## config.mk

```make
export PLATFORM = sky130hd
export DESIGN_NAME = alu_wb_stage
export DESIGN_NICKNAME = d
export VERILOG_FILES = /design/src/rtl/alu_pkg.sv /design/src/rtl/wb_skid_buf.sv /design/src/rtl/alu_wb_stage.sv
export SDC_FILE = /design/constraint.sdc
export NUM_CORES = 1
export LEC_CHECK = 0
export ABC_AREA = 0
export BUFFER_PORTS_ARGS = -buffer_cell sky130_fd_sc_hd__buf_2
export CORE_ASPECT_RATIO = 0.6
export CORE_MARGIN = 1
export CORE_UTILIZATION = 46
export CTS_CLUSTER_SIZE = 14
export DETAILED_ROUTE_END_ITERATION = 8
export PLACE_DENSITY_LB_ADDON = 0.2
export SYNTH_ARGS = -nofsm -noshare
export SYNTH_HDL_FRONTEND = slang
export SYNTH_SLANG_ARGS = --single-unit
```

## constraint.sdc

```tcl
create_clock -name clk -period 1.28 [get_ports clk]
set_input_delay 0.128 -clock clk [delete_from_list [all_inputs] [get_ports clk]]
set_output_delay 0.128 -clock clk [all_outputs]
set_load 0.1 [all_outputs]
```

## src/rtl/alu_pkg.sv

```systemverilog
// Shared ALU/writeback types: status-flag bit positions, writeback FSM states, entry sideband.
package alu_pkg;

  localparam int FLAG_Z  = 0;
  localparam int FLAG_C  = 1;
  localparam int FLAG_GT = 2;
  localparam int FLAG_EQ = 3;

  // Register-address width of the sideband; the stage's RADDR default tracks it.
  localparam int WB_RD_W = 2;

  typedef enum logic [1:0] {
    EMPTY = 2'd0,
    ONE   = 2'd1,
    FULL  = 2'd2
  } e_wb_state;

  typedef struct packed {
    logic [WB_RD_W-1:0] rd;
    logic               we;
  } wb_meta_t;

endpackage

```

## src/rtl/wb_skid_buf.sv

```systemverilog
// Two-entry skid buffer (main, then skid) with valid/ready on both sides; 1-cycle latency.
// in_ready is decoded from the state register only, so it never depends on out_ready.
module wb_skid_buf
  import alu_pkg::*;
#(
  parameter int W = 8
) (
  input  logic         clk,
  input  logic         rst_n,
  input  logic         in_valid,
  output logic         in_ready,
  input  logic [W-1:0] in_data,
  output logic         out_valid,
  input  logic         out_ready,
  output logic [W-1:0] out_data
);

  e_wb_state    state, state_nxt;
  logic [W-1:0] main_q, skid_q;
  logic         accept, pop;
  logic         load_main_in, load_main_skid, load_skid;

  assign in_ready  = (state != FULL);
  assign out_valid = (state != EMPTY);
  assign out_data  = main_q;
  assign accept    = in_valid && in_ready;
  assign pop       = out_valid && out_ready;

  always_comb begin
    state_nxt      = state;
    load_main_in   = 1'b0;
    load_main_skid = 1'b0;
    load_skid      = 1'b0;
    case (state)
      EMPTY: begin
        if (accept) begin
          state_nxt    = ONE;
          load_main_in = 1'b1;
        end
      end
      ONE: begin
        if (accept && !pop) begin
          state_nxt = FULL;
          load_skid = 1'b1;
        end else if (accept && pop) begin
          load_main_in = 1'b1;
        end else if (pop) begin
          state_nxt = EMPTY;
        end
      end
      FULL: begin
        if (pop) begin
          state_nxt      = ONE;
          load_main_skid = 1'b1;
        end
      end
      default: state_nxt = EMPTY;
    endcase
  end

  always_ff @(posedge clk or negedge rst_n) begin
    if (!rst_n) begin
      state  <= EMPTY;
      main_q <= '0;
      skid_q <= '0;
    end else begin
      state <= state_nxt;
      if (load_main_in)
        main_q <= in_data;
      else if (load_main_skid)
        main_q <= skid_q;
      if (load_skid)
        skid_q <= in_data;
    end
  end

endmodule

```

## src/rtl/alu_wb_stage.sv

```systemverilog
// ALU writeback stage: skid-buffered result toward the register file plus the {EQ,GT,C,Z} status register.
// Define ALU_WB_CARRY_BYPASS_EN to forward the accepting entry's carry to cin combinationally.
module alu_wb_stage
  import alu_pkg::*;
#(
  parameter int WORD  = 8,
  parameter int RADDR = WB_RD_W
) (
  input  logic             clk,
  input  logic             rst_n,
  input  logic             in_valid,
  output logic             in_ready,
  input  logic [WORD-1:0]  in_result,
  input  logic             in_cout,
  input  logic             in_zero,
  input  logic             in_gt,
  input  logic             in_equal,
  input  logic [RADDR-1:0] in_rd,
  input  logic             in_we,
  input  logic             in_setf,
  input  logic             flags_clr,
  output logic             out_valid,
  input  logic             out_ready,
  output logic [WORD-1:0]  out_data,
  output logic [RADDR-1:0] out_rd,
  output logic             out_we,
  output logic [3:0]       flags,
  output logic             cin
);

  localparam int PW = WORD + $bits(wb_meta_t);

  wb_meta_t        meta_in, meta_out;
  logic [PW-1:0]   buf_in, buf_out;
  logic [WORD-1:0] data_out;
  logic [3:0]      flags_q;
  logic            accept;

  assign meta_in.rd = WB_RD_W'(in_rd);
  assign meta_in.we = in_we;
  assign buf_in     = {in_result, meta_in};

  wb_skid_buf #(.W(PW)) u_skid (
    .clk       (clk),
    .rst_n     (rst_n),
    .in_valid  (in_valid),
    .in_ready  (in_ready),
    .in_data   (buf_in),
    .out_valid (out_valid),
    .out_ready (out_ready),
    .out_data  (buf_out)
  );

  assign {data_out, meta_out} = buf_out;
  assign out_data = data_out;
  assign out_rd   = RADDR'(meta_out.rd);
  assign out_we   = meta_out.we;

  assign accept = in_valid && in_ready;

  // Flags follow the accepted instruction, not the popped one; setf beats a same-cycle clear.
  always_ff @(posedge clk or negedge rst_n) begin
    if (!rst_n) begin
      flags_q <= '0;
    end else if (accept && in_setf) begin
      flags_q[FLAG_Z]  <= in_zero;
      flags_q[FLAG_C]  <= in_cout;
      flags_q[FLAG_GT] <= in_gt;
      flags_q[FLAG_EQ] <= in_equal;
    end else if (flags_clr) begin
      flags_q <= '0;
    end
  end

  assign flags = flags_q;

`ifdef ALU_WB_CARRY_BYPASS_EN
  assign cin = (accept && in_setf) ? in_cout : flags_q[FLAG_C];
`else
  assign cin = flags_q[FLAG_C];
`endif

endmodule

```

==> impl_results.md <==
* PnR worst setup slack at -0.1444 ns
* Critical Path RT at 1.44 ns
* Cell accounting for the most synthesized area: dfrtp_1
* Met1 Use GR at 31.50%
* Psw at 1.656 mW
* Post-Syn Nets at 124
* Main flop type after synthesis: dfrtp_1
* Routed wire length at 3.344 mm
* Vias post-DR at 1080
* Clock skew at 0.002310 ns
* Class of the worst hold path: input pin to flop
* Initial detailed-routing violation count at 25
* Pins Over Slew Limit at 0
* Sw Ratio at 44.24%
* Sequential fraction of design power at 34.5%
* CTS Buffer Depth at 2
* Vias in the first global route at 1045
* First-pass GRT wire length at 5.202 mm
* Std cell rows at 15
* Count leader, synth: dfrtp_1
* Int Pwr at 2.087 mW
* Largest net degree at the start of global routing at 29
* CP arrival at 1.59 ns
* # diodes at 0
* Post-synthesis sequential area ratio at 48.53%
* Seq cells post-synth at 28
* Die X at 74.33 µm
* Worst hold slack at 0.08280 ns
* Critical Path Source Type: flop
* Cells after synthesis at 103
* Clock transition at the registers of the reported paths at 0.09 ns
* DR pass1 iterations at 4
* Total core area at 0.002928 mm²
* I/O pin count at 39
* Number of synthesized flops with an enable pin at 0
* Fmax at 702.0 MHz
* Layout net count at 178
* CTS sink cnt at 28
* CTS root buffer: clkbuf_8
* GRT Residual Overflow at 0
* CTS Buf Count at 3
* Comb pwr share at 51.0%
* Post-Route Utilization at 65.68%
* Top cells by count, synth: dfrtp_1, mux2_4, nand2b_1, o221a_2, o32a_1
* IO buf count at 38
* Antenna viol nets, final at 0
* CTS tree: yes
* Max FO, Critical Path at 4
* Worst rel slew slack at 67.14%
* Clock share of power at 14.5%
* Hpwl dp at 2.234 mm
* DRC violations left at 0
* Initial antenna violation count at 0
* GRT Util Overall at 21.51%
* GRT busiest layer: met2
* Synthesized area per cell at 14.02 µm²
* Worst Max-Slew Pin Slew at 0.4963 ns
* Met2 Resource Use GR at 33.27%
* Worst Setup End Kind: flop
* Total of max-cap violations at 0
* Final period util at 111.3%
* Vias per inst at 5.455
* Final Hold Viols at 0
* Post-Syn Area at 0.001444 mm²
* Async S/R FF share, synth at 100.0%
* Pre-CTS setup slack at -0.1322 ns
* Synth warn at 0
* Starting density of the core at 49.32%
* Placed cell count at 186
* Synth unique cells at 20
* Gpl congestion at 0.7382
* Status: complete, but fails checks
* Setup violators final at 28
* Clock Latency Late Sink at 0.27 ns
* Minimum clock period after layout at 1.424 ns
* Die footprint at 0.003374 mm²
* Leak pwr at 0.8495 nW
* H-Tree Depth at 1
* Share of Yosys cell area claimed by the top area cell type at 48.53%
* Setup TNS at -3.070 ns
* Die height at 45.40 µm
* Pwr dens at 1947 mW/mm²
* Ranking of synthesized cells by area: dfrtp_1, mux2_4, o221a_2
* Crit path kind: flop to flop
* Violated checks: setup timing
* WL per Instance at 16.89 µm
* Max VDD drop at 1.056 mV
* Non-filler cells, final at 198
* Layout cell share with drive strength beyond 1 at 70.51%
* RSZ-0062 raised after global routing: true
* Area delta synth->final at 33.19%
* Grt met3 use at 4.646%
[cells by family (layout without fill, tap and decap cells)]
| group | Yosys count | after routing | synth area share (%) |
|---|---|---|---|
| buffers and inverters | 10 | 63 | 5.372 |
| multiplexers | 16 | 16 | 16.03 |
| AND/OR/NAND/NOR | 23 | 23 | 12.13 |
| flip-flops | 28 | 28 | 48.53 |
| AO/OA/AOI/OAI | 26 | 26 | 17.94 |
[stage by stage]
step	power (mW)	area [µm²]
2_1_floorplan	2.773	1474
3_3_place_gp	3.100	1760
3_5_place_dp	3.123	1760
4_1_cts	3.754	1908
5_1_grt	3.911	1923
6_report	3.743	1923
[flip-flops by register name, indices dropped and copies added, names as in the netlist]
register / cells
u_skid.state: 2
u_skid.skid_q: 11
flags: 4
u_skid.out_data: 11
[final timing paths]
| path | cells after the start | start | end | slack [ns] |
|---|---|---|---|---|
| max | 4 | u_skid.state[1]$_DFFE_PN0P_ | u_skid.skid_q[7]$_DFFE_PN0P_ | -0.14 |
| min | 2 | in_zero | flags[0]$_DFFE_PN0P_ | 0.08 |
| max reg2reg | 4 | u_skid.state[1]$_DFFE_PN0P_ | u_skid.skid_q[7]$_DFFE_PN0P_ | -0.14 |
| min reg2reg | 1 | u_skid.skid_q[2]$_DFFE_PN0P_ | u_skid.skid_q[2]$_DFFE_PN0P_ | 0.51 |
| max in group asynchronous | 3 | rst_n | flags[0]$_DFFE_PN0P_ | 0.58 |
| min in group asynchronous | 3 | rst_n | u_skid.skid_q[6]$_DFFE_PN0P_ | 0.41 |
[placed cells by master, fill, tap and decap left out]
master,n
nand3b_1,2
nand2b_1,11
and3_4,1
a21oi_1,2
buf_6,6
nor3b_4,1
mux2i_1,1
dfrtp_2,16
o221a_2,11
o21ai_4,1
mux2_4,15
nand2b_4,2
or2_4,1
buf_2,36
o22ai_1,1
o32a_1,11
buf_8,1
buf_4,13
buf_12,2
dlygate4sd3_1,1
nor3b_1,1
clkbuf_8,4
dfrtp_1,12
nor2b_1,4
[power by group through the flow]
stage	Combinational (mW)	Clock [mW]	Sequential [mW]
after floorplan	0.695	0	2.08
final	1.91	0.543	1.29
after global placement	1.81	0	1.29
after detailed placement	1.82	0	1.30
after global routing	1.99	0.605	1.32
after CTS	1.90	0.565	1.29
[worst max-delay path, stage by stage, from the launching register on]
cell and delay (ns):
dfrtp_2 0.44, nand2b_4 0.16, nor3b_4 0.23, buf_4 0.20, mux2_4 0.30
[repair_timing]
item / CTS / global route
resized for setup: 10 / 2
endpoints found under the hold margin: 28 / 0
pin swaps: 1 / 0
setup endpoints to repair: 28 / 28
setup buffers: 6 / 1
hold buffers: 1 / 0
[layer usage]
metal / up-vias / routed length [µm]
li1: 501 / -
met1: 556 / 1777
met2: 21 / 1447
met3: 2 / 110
met4: 0 / 8
met5: - / 0
[final cells by class]
type | instances | area (µm²)
Fill cell | 240 | 1005
Sequential cell | 28 | 720.7
Multi-Input combinational cell | 65 | 684.4
Timing Repair Buffer | 59 | 410.4
Clock buffer | 4 | 55.05
Tap cell | 42 | 52.55
(Power assumes the default switching activity.)
